[src/rtl/cpu_bus_bridge.sv]
// cpu_bus_bridge: turns the CPU request strobe into a decoded, held access
// to one of four peripheral targets. It enforces a minimum wait-state count
// and a no-ack timeout, returns read data with a one-cycle ready pulse, and
// buffers one request that arrives while busy.
module cpu_bus_bridge #(
   parameter int unsigned WAIT_CYCLES = 1,
   parameter int unsigned TIMEOUT     = 16,
   parameter logic [31:0] ERR_DATA    = 32'hDEADBEEF
) (
   input  logic        i_cpu_clk,
   input  logic        i_rst,
   input  logic        i_req,
   input  logic        i_we,
   input  logic [31:0] i_addr,
   input  logic [31:0] i_wdata,
   output logic [31:0] o_rdata,
   output logic        o_ready,
   output logic        o_err,
   output logic        o_busy,
   output logic        o_overrun,
   output logic [3:0]  o_per_sel,
   output logic        o_per_we,
   output logic [27:0] o_per_addr,
   output logic [31:0] o_per_wdata,
   input  logic [31:0] i_per_rdata,
   input  logic        i_per_ack
);

   typedef enum logic [1:0] {
      S_IDLE,
      S_ACCESS,
      S_DONE
   } state_t;

   localparam logic [7:0] WAIT_C  = 8'(WAIT_CYCLES);
   localparam logic [7:0] TO_LAST = 8'(TIMEOUT - 1);

   state_t      state_q;
   logic        req_dly_q;
   logic [7:0]  cnt_q;
   logic        pend_v_q;
   logic        pend_we_q;
   logic [31:0] pend_addr_q;
   logic [31:0] pend_wdata_q;
   logic        cap_we_q;
   logic [27:0] cap_addr_q;
   logic [31:0] cap_wdata_q;
   logic [3:0]  sel_q;
   logic [31:0] rdata_q;
   logic        err_q;
   logic        ready_q;
   logic        overrun_q;

   logic        start_edge;
   logic        consume;
   logic        take;
   logic        src_we_d;
   logic [31:0] src_addr_d;
   logic [31:0] src_wdata_d;
   logic        mapped;
   logic [3:0]  sel_d;
   logic        ack_ok;
   logic        timed_out;

   // Request edge detect and selection of the transaction source for IDLE.
   // The pending slot takes priority over a fresh edge in IDLE.
   always_comb begin
      start_edge  = i_req & ~req_dly_q;
      consume     = (state_q == S_IDLE) & pend_v_q;
      take        = consume | ((state_q == S_IDLE) & start_edge);
      src_we_d    = pend_v_q ? pend_we_q    : i_we;
      src_addr_d  = pend_v_q ? pend_addr_q  : i_addr;
      src_wdata_d = pend_v_q ? pend_wdata_q : i_wdata;
      mapped      = (src_addr_d[31:30] == 2'b00);
      sel_d       = 4'b0001 << src_addr_d[29:28];
      ack_ok      = (cnt_q >= WAIT_C) & i_per_ack;
      timed_out   = (cnt_q == TO_LAST);
   end

   // Transaction FSM, wait/timeout counter, completion outputs and pending slot.
   always_ff @(posedge i_cpu_clk) begin
      if (i_rst) begin
         state_q      <= S_IDLE;
         req_dly_q    <= 1'b1;
         cnt_q        <= '0;
         pend_v_q     <= 1'b0;
         pend_we_q    <= 1'b0;
         pend_addr_q  <= '0;
         pend_wdata_q <= '0;
         cap_we_q     <= 1'b0;
         cap_addr_q   <= '0;
         cap_wdata_q  <= '0;
         sel_q        <= '0;
         rdata_q      <= '0;
         err_q        <= 1'b0;
         ready_q      <= 1'b0;
         overrun_q    <= 1'b0;
      end else begin
         req_dly_q <= i_req;
         ready_q   <= 1'b0;

         case (state_q)
            S_IDLE: begin
               if (take) begin
                  if (mapped) begin
                     cap_we_q    <= src_we_d;
                     cap_addr_q  <= src_addr_d[27:0];
                     cap_wdata_q <= src_wdata_d;
                     sel_q       <= sel_d;
                     cnt_q       <= '0;
                     state_q     <= S_ACCESS;
                  end else begin
                     rdata_q <= ERR_DATA;
                     err_q   <= 1'b1;
                     ready_q <= 1'b1;
                     state_q <= S_DONE;
                  end
               end
            end
            S_ACCESS: begin
               if (cnt_q != 8'hFF) cnt_q <= cnt_q + 8'd1;
               if (ack_ok) begin
                  rdata_q <= cap_we_q ? '0 : i_per_rdata;
                  err_q   <= 1'b0;
                  ready_q <= 1'b1;
                  sel_q   <= '0;
                  state_q <= S_DONE;
               end else if (timed_out) begin
                  rdata_q <= ERR_DATA;
                  err_q   <= 1'b1;
                  ready_q <= 1'b1;
                  sel_q   <= '0;
                  state_q <= S_DONE;
               end
            end
            S_DONE:  state_q <= S_IDLE;
            default: state_q <= S_IDLE;
         endcase

         // An edge that is not taken directly goes to the slot; the slot can
         // be refilled in the same cycle it is consumed.
         if (start_edge && ((state_q != S_IDLE) || consume)) begin
            if (!pend_v_q || consume) begin
               pend_v_q     <= 1'b1;
               pend_we_q    <= i_we;
               pend_addr_q  <= i_addr;
               pend_wdata_q <= i_wdata;
            end else begin
               overrun_q <= 1'b1;
            end
         end else if (consume) begin
            pend_v_q <= 1'b0;
         end
      end
   end

   assign o_rdata     = rdata_q;
   assign o_ready     = ready_q;
   assign o_err       = err_q;
   assign o_busy      = (state_q != S_IDLE) | pend_v_q;
   assign o_overrun   = overrun_q;
   assign o_per_sel   = sel_q;
   assign o_per_we    = cap_we_q;
   assign o_per_addr  = cap_addr_q;
   assign o_per_wdata = cap_wdata_q;

endmodule

[config.mk]
export PLATFORM = sky130hd
export DESIGN_NAME = cpu_bus_bridge
export DESIGN_NICKNAME = d
export VERILOG_FILES = /design/src/rtl/cpu_bus_bridge.sv
export SDC_FILE = /design/constraint.sdc
export NUM_CORES = 1
export LEC_CHECK = 0
export BUFFER_PORTS_ARGS = -buffer_cell sky130_fd_sc_hd__buf_2
export CORE_MARGIN = 2
export CORE_UTILIZATION = 52
export DETAILED_ROUTE_END_ITERATION = 12
export PLACE_DENSITY = 0.88
export SLEW_MARGIN = 20
export SYNTH_ARGS = -nofsm -noshare
export SYNTH_HDL_FRONTEND = slang
export SYNTH_SLANG_ARGS = --single-unit
[constraint.sdc]
create_clock -name i_cpu_clk -period 2.4 [get_ports i_cpu_clk]
set_input_delay 0 -clock i_cpu_clk [delete_from_list [all_inputs] [get_ports i_cpu_clk]]
set_output_delay 0 -clock i_cpu_clk [all_outputs]
set_load 0.005 [all_outputs]
# Word-level counts from Yosys, hierarchy flattened
# Cells that the tools add are included.
# Widths: inputs -> output; s select.
# classes
eq_ne,9
bitwise_logic,8
reduce_logical,17
n_shift,1
n_addsub,1
magnitude_cmp,1
muxes,36
# ops
cell,count
$mux 32,7
$pmux 32 s2,1
$mux 8,3
$mux 4,4
$pmux 8 s2,1
$mux 1,12
$reduce_and 4->1,3
$add 8x1->8 const B,1
$eq 8x4->1 const B,1
$ge 8x1->1 const B,1
$mux 2,4
$ne 2x2->1 const B,4
$ne 8x8->1 const B,1
$pmux 4 s2,1
$reduce_and 2->1,4
$reduce_bool 2->1,3
$and 1x1->1,4
$logic_not 2->1,2
$pmux 1 s2,2
$pmux 2 s2,1
$shl 1x2->4 const A,1
$ne 3x3->1 const B,1
$reduce_and 3->1,1
$eq 2x1->1 const B,1
6 further kinds,9
# totals
wordCells,88
regBits,177
out_inout_bits,101
input_bits,101

# Depth between registers and ports, before layout
# Gate-level depths: netlist of the first run.
# depth
ltp_word,6
depth_mapped,8
mapped_depth_nobuf,7

# Worst setup path before layout of the first run
# No wires, ideal clock.
# synth_timing
path_type,reg2reg
from,reg cnt_q[0]
to,"reg sel_q[0], in the netlist o_per_sel[0]"
stages_incl_launch_ff,8
synth_period_minus_slack_ns,1.915
slack_ns,0.485
arrival_time_ns,1.795
n_path_buf,0
setup_time_ns,0.121
cell_sequence,dfxtp_1 inv_1 ha_1 nor4b_1 a21o_1 and2_1 nor3_2 mux2_2
# synth_between
elab_chain_cells,4
word_cells_on_any_way,7
cone_classes,order compare: 1; eq/ne: 2; mux: 2; bitwise: 1; reduce/logical: 1
# synth_rtl
element,line_no,text
from (decl),40,logic [7:0] cnt_q;
from (signal assigned),121,if (cnt_q != 8'hFF) cnt_q <= cnt_q + 8'd1;
$ge 8x1->1,76,ack_ok = (cnt_q >= WAIT_C) & i_per_ack;
$and 1x1->1,76,
$ne 3x3->1 (no line) or $mux 4 (tied branches),--,
$reduce_and 4->1 (no line) or $pmux 4 s2 (tied branches),--,
to (signal assigned),109,sel_q <= sel_d;
to (decl),48,logic [3:0] sel_q;
# Parallel ways exist; a longest one is shown, timed or not.
# A chain may end at the register's enable or synchronous reset.

# Final worst setup path of the first run
# Same ends and word-level chain as after synthesis.

==> flow_summary.yaml, run 1 <==
logic_synthesis:
  synth_cells: 796
  synth_compound_area_share_pct: 17.47
  synth.distinct_cells: 47
  synth_warnings: 0
  synth_enable_flop_cells: 0
  synth_nets: 900
  avgSynthCellArea_um2: 8.961
  ys.flop_type: "dfxtp_1"
  synth_area_leaders: "dfxtp_1 (50%), mux2i_1 (8.8%), a211oi_1 (8.2%)"
  ys_seq_area_share_pct: 49.68
  synthArstFlopShare_pct: 0
  synth_top_family_by_area: "simple AND/OR/NAND/NOR gates"
  synth-simple-area-share_pct: 18.07
  muxShareOfSynthArea_pct: 9.788
  ys_seq_elements: 177
  synth_xor_area_share_pct: 0.2456
  synthesis.area_um2: 7133
  synth_top_area_share_pct: 49.68
  yosysTopAreaCell: "dfxtp_1"
  yosys.area_share.adder_pct: 0.5262
sta:
  tns_ps: 0
  slew_headroom_pct: 25.90
  final-max-slew-violation-count: 0
  tightest_slew_ps: 1111
  hold_viol_final: 0
  period_needed_ps: 2096
  fmax_ghz: 0.4772
  finalSetupViolCount: 0
  rsz0062_at_grt: "false"
  period_share_pct: 87.32
  skew_ps: 6.847
floorplan:
  die_y_um: 121.1
  coreArea_um2: 13300
  ios: 202
  initial_core_util_pct: 53.65
  die_area_um2: 14670
  rows: 42
  die_x_um: 121.1
detailed_routing:
  drtAntennaViolNets: 0
  first_pass_iters: 5
  highest_layer: "met4"
  via_count: 6717
  routed-wl-met2_mm: 10.24
  wl_met3_mm: 1.199
  routedLengthMet1_mm: 8.134
  drc: 0
  viasPerCell: 5.344
  wl_per_cell_um: 15.92
  dr.first_iter.drc_count: 424
  drt_wl_total_mm: 20.02
job:
  drv_cap: 0
clocking:
  clk_pin_slew_ps: 70
  cts_setup_buffers: 0
  insertion_delay_ps: 430
  clk_path_buf_depth: 2
  clockRootBuffer: "clkbuf_16"
  post_cts_resized: 0
  numCtsBuffers: 17
  cts_tree: "yes"
  htreeDepth: 4
  hold_buffers: 98
  numClockSinks: 177
global_routing:
  grt_max_degree: 95
  grt_overflow_total: 0
  grt_pass1_wl_mm: 31.80
  grtUsageTotal_pct: 27.23
  grt_pass1_vias: 6526
  antenna_found_initial: 0
final_layout:
  fin_nets: 1171
  nFillCells: 885
  mostFrequentLayoutCells: "buf_2 (200), dfxtp_1 (176), nand2_1 (136), dlygate4sd3_1 (98), nor2_1 (97)"
  final_common_cell: "buf_2"
  syn_to_final_growth_pct: 37.98
  drive_gt1_share_pct: 25.37
  fin_cells: 1257
worst_hold_path:
  min_path_type: "primary input to flop"
run_status:
  outcome: "completed"
setup_path:
  critPathMaxStageDelay_ps: 410
  required_ps: 2710
  critPathCaptureType: "flop"
  critPathBufInv: 1
  cp.arrival_ps: 2410
  start_kind: "flop"
  cpMaxStageDelayCell: "dfxtp_1"
  cp_max_fo: 5
  crit_family: "simple AND/OR/NAND/NOR gates"
  cp_cell_sequence: "inv_1 -> ha_1 -> nor4b_1 -> a21o_1 -> and2_1 -> nor3_2 -> mux2_2"
  worst-setup-path-type: "flop to flop"
power_and_ir_drop:
  leakagePower_nw: 3.823
  ir_drop_uv: 479.2
  powerDensity_nw_per_um2: 642.4
placement:
  gp_congestion: 0.8122
  dp_hpwl_mm: 11.01
  place.port_buffers: 201
  placed_cells: 1126
[final timing paths]
check | end | cells after the start | slack, ps | startpoint
worst max register to register | o_per_sel[0]$_SDFFE_PP0P_ | 7 | 300 | cnt_q[0]$_SDFFE_PP0P_
worst min register to register | pend_addr_q[19]$_SDFFE_PP0P_ | 2 | 450 | pend_addr_q[19]$_SDFFE_PP0P_
worst min-delay path | o_overrun$_SDFFE_PP0P_ | 2 | 60 | i_rst
worst max-delay path | o_per_sel[0]$_SDFFE_PP0P_ | 7 | 300 | cnt_q[0]$_SDFFE_PP0P_
[per-stage QoR]
stage | total power [mW] | area [um2] | hold WS, ps | setup WS, ps | utilization (%)
finish | 6.323 | 9842 | 58.36 | 304.3 | 74.03
global route | 6.529 | 9839 | 74.72 | 184.9 | 74.01
CTS | 6.332 | 9839 | 32.00 | 305.0 | 74.01
detailed placement | 3.537 | 8288 | 219.4 | 308.5 | 62.34
global placement | 3.527 | 8288 | 217.3 | 384.8 | 62.34
floorplan | 3.333 | 7133 | 106.6 | 484.5 | -
[synthesized netlist by cell type, types with 4 or more instances]
master / count
clkbuf_1: 33
nand2_1: 136
nor2b_1: 4
o21ai_0: 5
a211oi_2: 7
mux2i_1: 63
dfxtp_1: 177
buf_4: 4
buf_1: 5
buf_2: 19
a22o_1: 8
a21oi_1: 71
inv_1: 6
nor2_1: 97
mux2_2: 6
or3_1: 4
nor3_1: 7
nand2b_1: 26
a211oi_1: 78
[power by group]
group / total, mW / internal (mW) / switching (mW)
Clock: 2.70 / 1.54 / 1.16
Sequential: 3.04 / 3.00 / 0.0371
Combinational: 0.581 / 0.303 / 0.278
Total: 6.32 / 4.84 / 1.48
[registers in the layout, indices dropped and copies added, names as in the netlist]
name,count
o_per_wdata,32
o_rdata,32
pend_addr_q,32
pend_wdata_q,32
o_per_addr,28
cnt_q,8
o_per_sel,4
state_q,2
o_err,1
o_overrun,1
o_per_we,1
o_ready,1
pend_v_q,1
pend_we_q,1
req_dly_q,1
[final cells by class]
cell class                      count  area (um2)  area share (%)
Clock buffer                       20       436.7           4.437
Multi-Input combinational cell    551        3314           33.68
Inverter                            6       22.52          0.2288
Antenna cell                        1       2.502         0.02543
Timing Repair Buffer              314        2165           21.99
Sequential cell                   177        3547           36.04
Tap cell                          176       220.2           2.237
Clock inverter                     12       133.9           1.360
[cells by family after synthesis]
group           count (synthesis)
xor+xnor                        2
compound gates                182
mux                            69
buf+inv                        68
fa+ha+maj                       3
flops                         177
simple gates                  295
[per-layer routing]
layer / GRT usage, % / vias up
met5: 0 / -
met4: 11.92 / 0
met3: 6.579 / 41
met2: 47.82 / 237
met1: 31.35 / 3137
li1: - / 3302
(Power assumes the default switching activity.)
==> run 2, diff against run 1 <==
CORE_UTILIZATION = 45   (was 52)
PLACE_DENSITY = 0.79   (was 0.88)
==> flow_summary.yaml, run 2 (synthesis gave the netlist of run 1 again) <==
final_layout:
  syn_to_final_growth_pct: 40.31
  fin_nets: 1174
  final_common_cell: "buf_2"
  nFillCells: 1278
  mostFrequentLayoutCells: "buf_2 (200), dfxtp_1 (176), nand2_1 (136), dlygate4sd3_1 (102), nor2_1 (97)"
  drive_gt1_share_pct: 25.48
global_routing:
  antenna_found_initial: 1
  grt_pass1_vias: 6337
  grt_overflow_total: 0
  grtUsageTotal_pct: 22.21
  grt_pass1_wl_mm: 30.27
  grt_max_degree: 86
floorplan:
  die_area_um2: 16870
  die_y_um: 129.9
  initial_core_util_pct: 45.40
  rows: 46
  ios: 202
  coreArea_um2: 15710
  die_x_um: 129.9
placement:
  place.port_buffers: 201
  gp_congestion: 0.8120
  dp_hpwl_mm: 11.19
setup_path:
  start_kind: "flop"
  cp.arrival_ps: 2550
  r2r_cells: 8
  cp_cell_sequence: "inv_1 -> ha_1 -> nor4b_1 -> buf_4 -> a21o_1 -> and2_1 -> nor3_2 -> mux2_2"
  crit_family: "simple AND/OR/NAND/NOR gates"
  critPathCaptureType: "flop"
  critPathBufInv: 2
  worst-setup-path-type: "flop to flop"
  cp_max_fo: 5
  critPathMaxStageDelay_ps: 410
  cpMaxStageDelayCell: "dfxtp_1"
  required_ps: 2710
  crit_cells: 8
power_and_ir_drop:
  ir_drop_uv: 441.2
  power.total_mw: 6.537
  powerDensity_nw_per_um2: 653.1
  leakagePower_nw: 3.891
clocking:
  cts_tree: "yes"
  hold_buffers: 102
  numCtsBuffers: 17
  htreeDepth: 4
  clk_path_buf_depth: 2
  post_cts_resized: 0
  clockRootBuffer: "clkbuf_16"
  numClockSinks: 177
  insertion_delay_ps: 410
  cts_setup_buffers: 0
  clk_pin_slew_ps: 60
sta:
  hold_viol_final: 0
  rsz0062_at_grt: "false"
  tightest_slew_ps: 775.4
  tns_ps: 0
  final-max-slew-violation-count: 0
  skew_ps: 7.217
  period_share_pct: 93.35
  slew_headroom_pct: 48.00
  period_needed_ps: 2240
  finalSetupViolCount: 0
  fmax_ghz: 0.4464
detailed_routing:
  drtAntennaViolNets: 0
  via_count: 6619
  wl_per_cell_um: 14.61
  drc: 0
  drt_wl_total_mm: 18.99
  dr.first_iter.drc_count: 285
  first_pass_iters: 4
  viasPerCell: 5.092
worst_hold_path:
  min_path_type: "primary input to flop"
  hold_depth: 4
run_status:
  outcome: "completed"
job:
  drv_cap: 0
run 2: final timing paths:
kind                                from                     endpoint  slack, ps
max                cnt_q[0]$_SDFFE_PP0P_    o_per_sel[1]$_SDFFE_PP0P_        160
min                            i_per_ack      o_rdata[3]$_SDFFE_PP0P_         80
min reg2reg  pend_addr_q[0]$_SDFFE_PP0P_  pend_addr_q[0]$_SDFFE_PP0P_        450
max reg2reg        cnt_q[0]$_SDFFE_PP0P_    o_per_sel[1]$_SDFFE_PP0P_        160
run 2: power by group:
part           leakage [nW]  total [mW]  switching [mW]  internal [mW]
Combinational          2.15       0.573           0.268          0.305
Clock                 0.311        2.93            1.17           1.76
Sequential             1.43        3.04          0.0365           3.00
Total                  3.89        6.54            1.47           5.07
run 2: per-stage QoR:
stage | hold WS, ps | utilization, % | area [um2] | setup WS (ps) | cells
detailed placement | 215.3 | 53.18 | 8356 | 184.2 | 1165
global placement | 217.9 | 53.18 | 8356 | 247.6 | 1165
floorplan | 106.6 | - | 7133 | 484.5 | 796
CTS | 65.61 | 63.68 | 10010 | 169.2 | 1299
finish | 77.62 | 63.70 | 10010 | 159.6 | 1300
global route | 90.78 | 63.70 | 10010 | 16.95 | 1300
run 2: layout make-up:
type / count / area (um2) / share of cell area [%]
sequential: 177 / 3547 / 35.44
clock inverter: 11 / 148.9 / 1.488
timing repair buffer: 317 / 2222 / 22.20
tap: 216 / 270.3 / 2.700
inverter: 6 / 22.52 / 0.2250
clock buffer: 21 / 480.5 / 4.801
multi-input combinational: 551 / 3314 / 33.12
antenna: 1 / 2.502 / 0.02500
run 2: tightest hold or removal path, cell delays in order:
cell      delay (ps)
buf_2             90
inv_1            110
a211oi_4          60
a211oi_1         180
run 2: layer usage:
| metal | GRT usage (%) | vias to the layer above | routed length (um) | part of all wire [%] |
|---|---|---|---|---|
| met5 | 0 | - | 0 | 0 |
| met4 | 8.792 | 0 | 376 | 2.0 |
| met3 | 5.043 | 27 | 1131 | 6.0 |
| met2 | 39.30 | 222 | 9499 | 50 |
| met1 | 26.11 | 3060 | 7981 | 42 |
| li1 | - | 3310 | - | - |
==> run 3, diff against run 2 <==
CORE_ASPECT_RATIO = 1.2   (was unset)
==> flow_summary.yaml, run 3 (synthesis gave the netlist of run 1 again) <==
clocking:
  cts_tree: "yes"
  clk_pin_slew_ps: 70
  htreeDepth: 4
  clockRootBuffer: "clkbuf_16"
  numCtsBuffers: 17
  numClockSinks: 177
  insertion_delay_ps: 430
  clk_path_buf_depth: 2
run_status:
  outcome: "completed"
detailed_routing:
  drt_wl_total_mm: 19.11
  via_count: 6646
  drtAntennaViolNets: 0
  dr.first_iter.drc_count: 324
  viasPerCell: 5.144
  wl_per_cell_um: 14.79
  first_pass_iters: 5
  drc: 0
power_and_ir_drop:
  combPwrFrac_pct: 8.9
  intPower_mw: 5.093
  leakagePower_nw: 3.861
  switching_power_mw: 1.483
  p_sw_share_pct: 22.55
  p_clk_share_pct: 45.0
  powerDensity_nw_per_um2: 659.8
  pwr-share-seq_pct: 46.2
  ir_drop_uv: 458.2
  power.total_mw: 6.576
sta:
  finalSetupViolCount: 0
  period_needed_ps: 2263
  hold_viol_final: 0
  final-max-slew-violation-count: 0
  slew_headroom_pct: 43.21
  rsz0062_at_grt: "false"
  fmax_ghz: 0.4418
  tightest_slew_ps: 851.9
  setup_ws_ps: 136.7
  skew_ps: 11.07
  period_share_pct: 94.30
  hold_ws_ps: 77.68
  tns_ps: 0
global_routing:
  grtUsageTotal_pct: 22.68
  grt_pass1_vias: 6399
  antenna_found_initial: 0
  grt_pass1_wl_mm: 30.93
  grt_max_degree: 87
  grt_overflow_total: 0
floorplan:
  ios: 202
  rows: 50
  initial_core_util_pct: 45.79
  die_y_um: 141.9
  die_x_um: 118.9
  die_area_um2: 16880
  coreArea_um2: 15580
final_layout:
  final_common_cell: "buf_2"
  finalInstanceArea_um2: 9967
  drive_gt1_share_pct: 25.65
  fin_nets: 1175
  fin_cells: 1292
  finalCoreUtilization_pct: 63.98
  num_antenna_cells: 0
  syn_to_final_growth_pct: 39.73
  mostFrequentLayoutCells: "buf_2 (200), dfxtp_1 (176), nand2_1 (136), dlygate4sd3_1 (98), nor2_1 (97)"
setup_path:
  reg2reg_setup_slack_ps: 140
  worst-setup-path-type: "flop to flop"
  cpMaxStageDelayCell: "nor4b_1"
  start_kind: "flop"
  cp_common_cell: "buf_4"
  critPathCaptureType: "flop"
  reg2reg_to: "o_per_sel[3]$_SDFFE_PP0P_"
  r2r_cells: 8
  cp_max_fo: 4
  cp_cell_sequence: "buf_4 -> ha_1 -> nor4b_1 -> a21o_1 -> buf_4 -> and2_1 -> nor3_2 -> mux2_2"
  cp.arrival_ps: 2580
  critPathMaxStageDelay_ps: 370
  r2r-start: "cnt_q[0]$_SDFFE_PP0P_"
  required_ps: 2720
worst_hold_path:
  hold_depth: 2
  min_path_type: "primary input to flop"
  hp-start: "i_rst"
  min_to: "o_overrun$_SDFFE_PP0P_"
placement:
  placed_cells: 1157
  place.port_buffers: 201
  dp_hpwl_mm: 11.18
  gp_congestion: 0.8049
  dp_slack_ps: -102.6
  placed_area_um2: 8308
job:
  drv_cap: 0
-- run 3: critical path, delay by kind of cell (launching register included) --
| kind | cells | cell delay [ps] |
|---|---|---|
| AOI/OAI and AO/OA | 1 | 330 |
| adders and majority gates | 1 | 190 |
| buffers and inverters | 2 | 300 |
| DFF | 1 | 340 |
| muxes | 1 | 310 |
| and+or+nand+nor | 3 | 680 |
-- run 3: repair_timing --
action                                 CTS  global route
endpoints found under the hold margin  159             0
pin swaps                                1             1
gates resized for setup                  0             1
setup endpoints to repair                8            18
setup buffers                            0             4
gates cloned                             1             0
hold buffers                            98             0
-- run 3: metal layers --
metal,GRT usage (%),share of wire (%),vias to the layer above
li1,-,-,3307
met1,27.73,43,3081
met2,38.60,49,223
met3,5.225,5.2,35
met4,9.148,2.5,0
met5,0,0,-
-- run 3: layout make-up --
class / instances / area [um2]
fillers: 1233 / 5610
flip-flops and latches: 177 / 3547
inverters: 6 / 22.52
repair buffers: 317 / 2175
well taps: 208 / 260.3
multi-input cells: 552 / 3334
clock buffers: 21 / 450.4
clock inverters: 11 / 177.7
-- run 3: worst max-delay path by stage --
stage	start	endpoint	slack (ps)	cells past startpoint
floorplan	cnt_q[0]$_SDFFE_PP0P_	o_per_sel[0]$_SDFFE_PP0P_	480	7
global placement	cnt_q[0]$_SDFFE_PP0P_	o_rdata[20]$_SDFFE_PP0P_	-80	7
detailed placement	cnt_q[4]$_SDFFE_PP0P_	o_rdata[4]$_SDFFE_PP0P_	-100	5
CTS	cnt_q[4]$_SDFFE_PP0P_	o_rdata[4]$_SDFFE_PP0P_	80	5
global route	cnt_q[1]$_SDFFE_PP0P_	o_per_sel[2]$_SDFFE_PP0P_	8	8
finish	cnt_q[0]$_SDFFE_PP0P_	o_per_sel[3]$_SDFFE_PP0P_	140	8
-- run 3: power by group through the flow --
stage / logic [mW] / registers (mW) / clock network [mW]
after floorplan: 0.230 / 3.10 / 0
after global placement: 0.429 / 3.10 / 0
after detailed placement: 0.436 / 3.10 / 0
after CTS: 0.568 / 3.03 / 3.02
after global routing: 0.637 / 3.04 / 3.15
final: 0.582 / 3.04 / 2.96
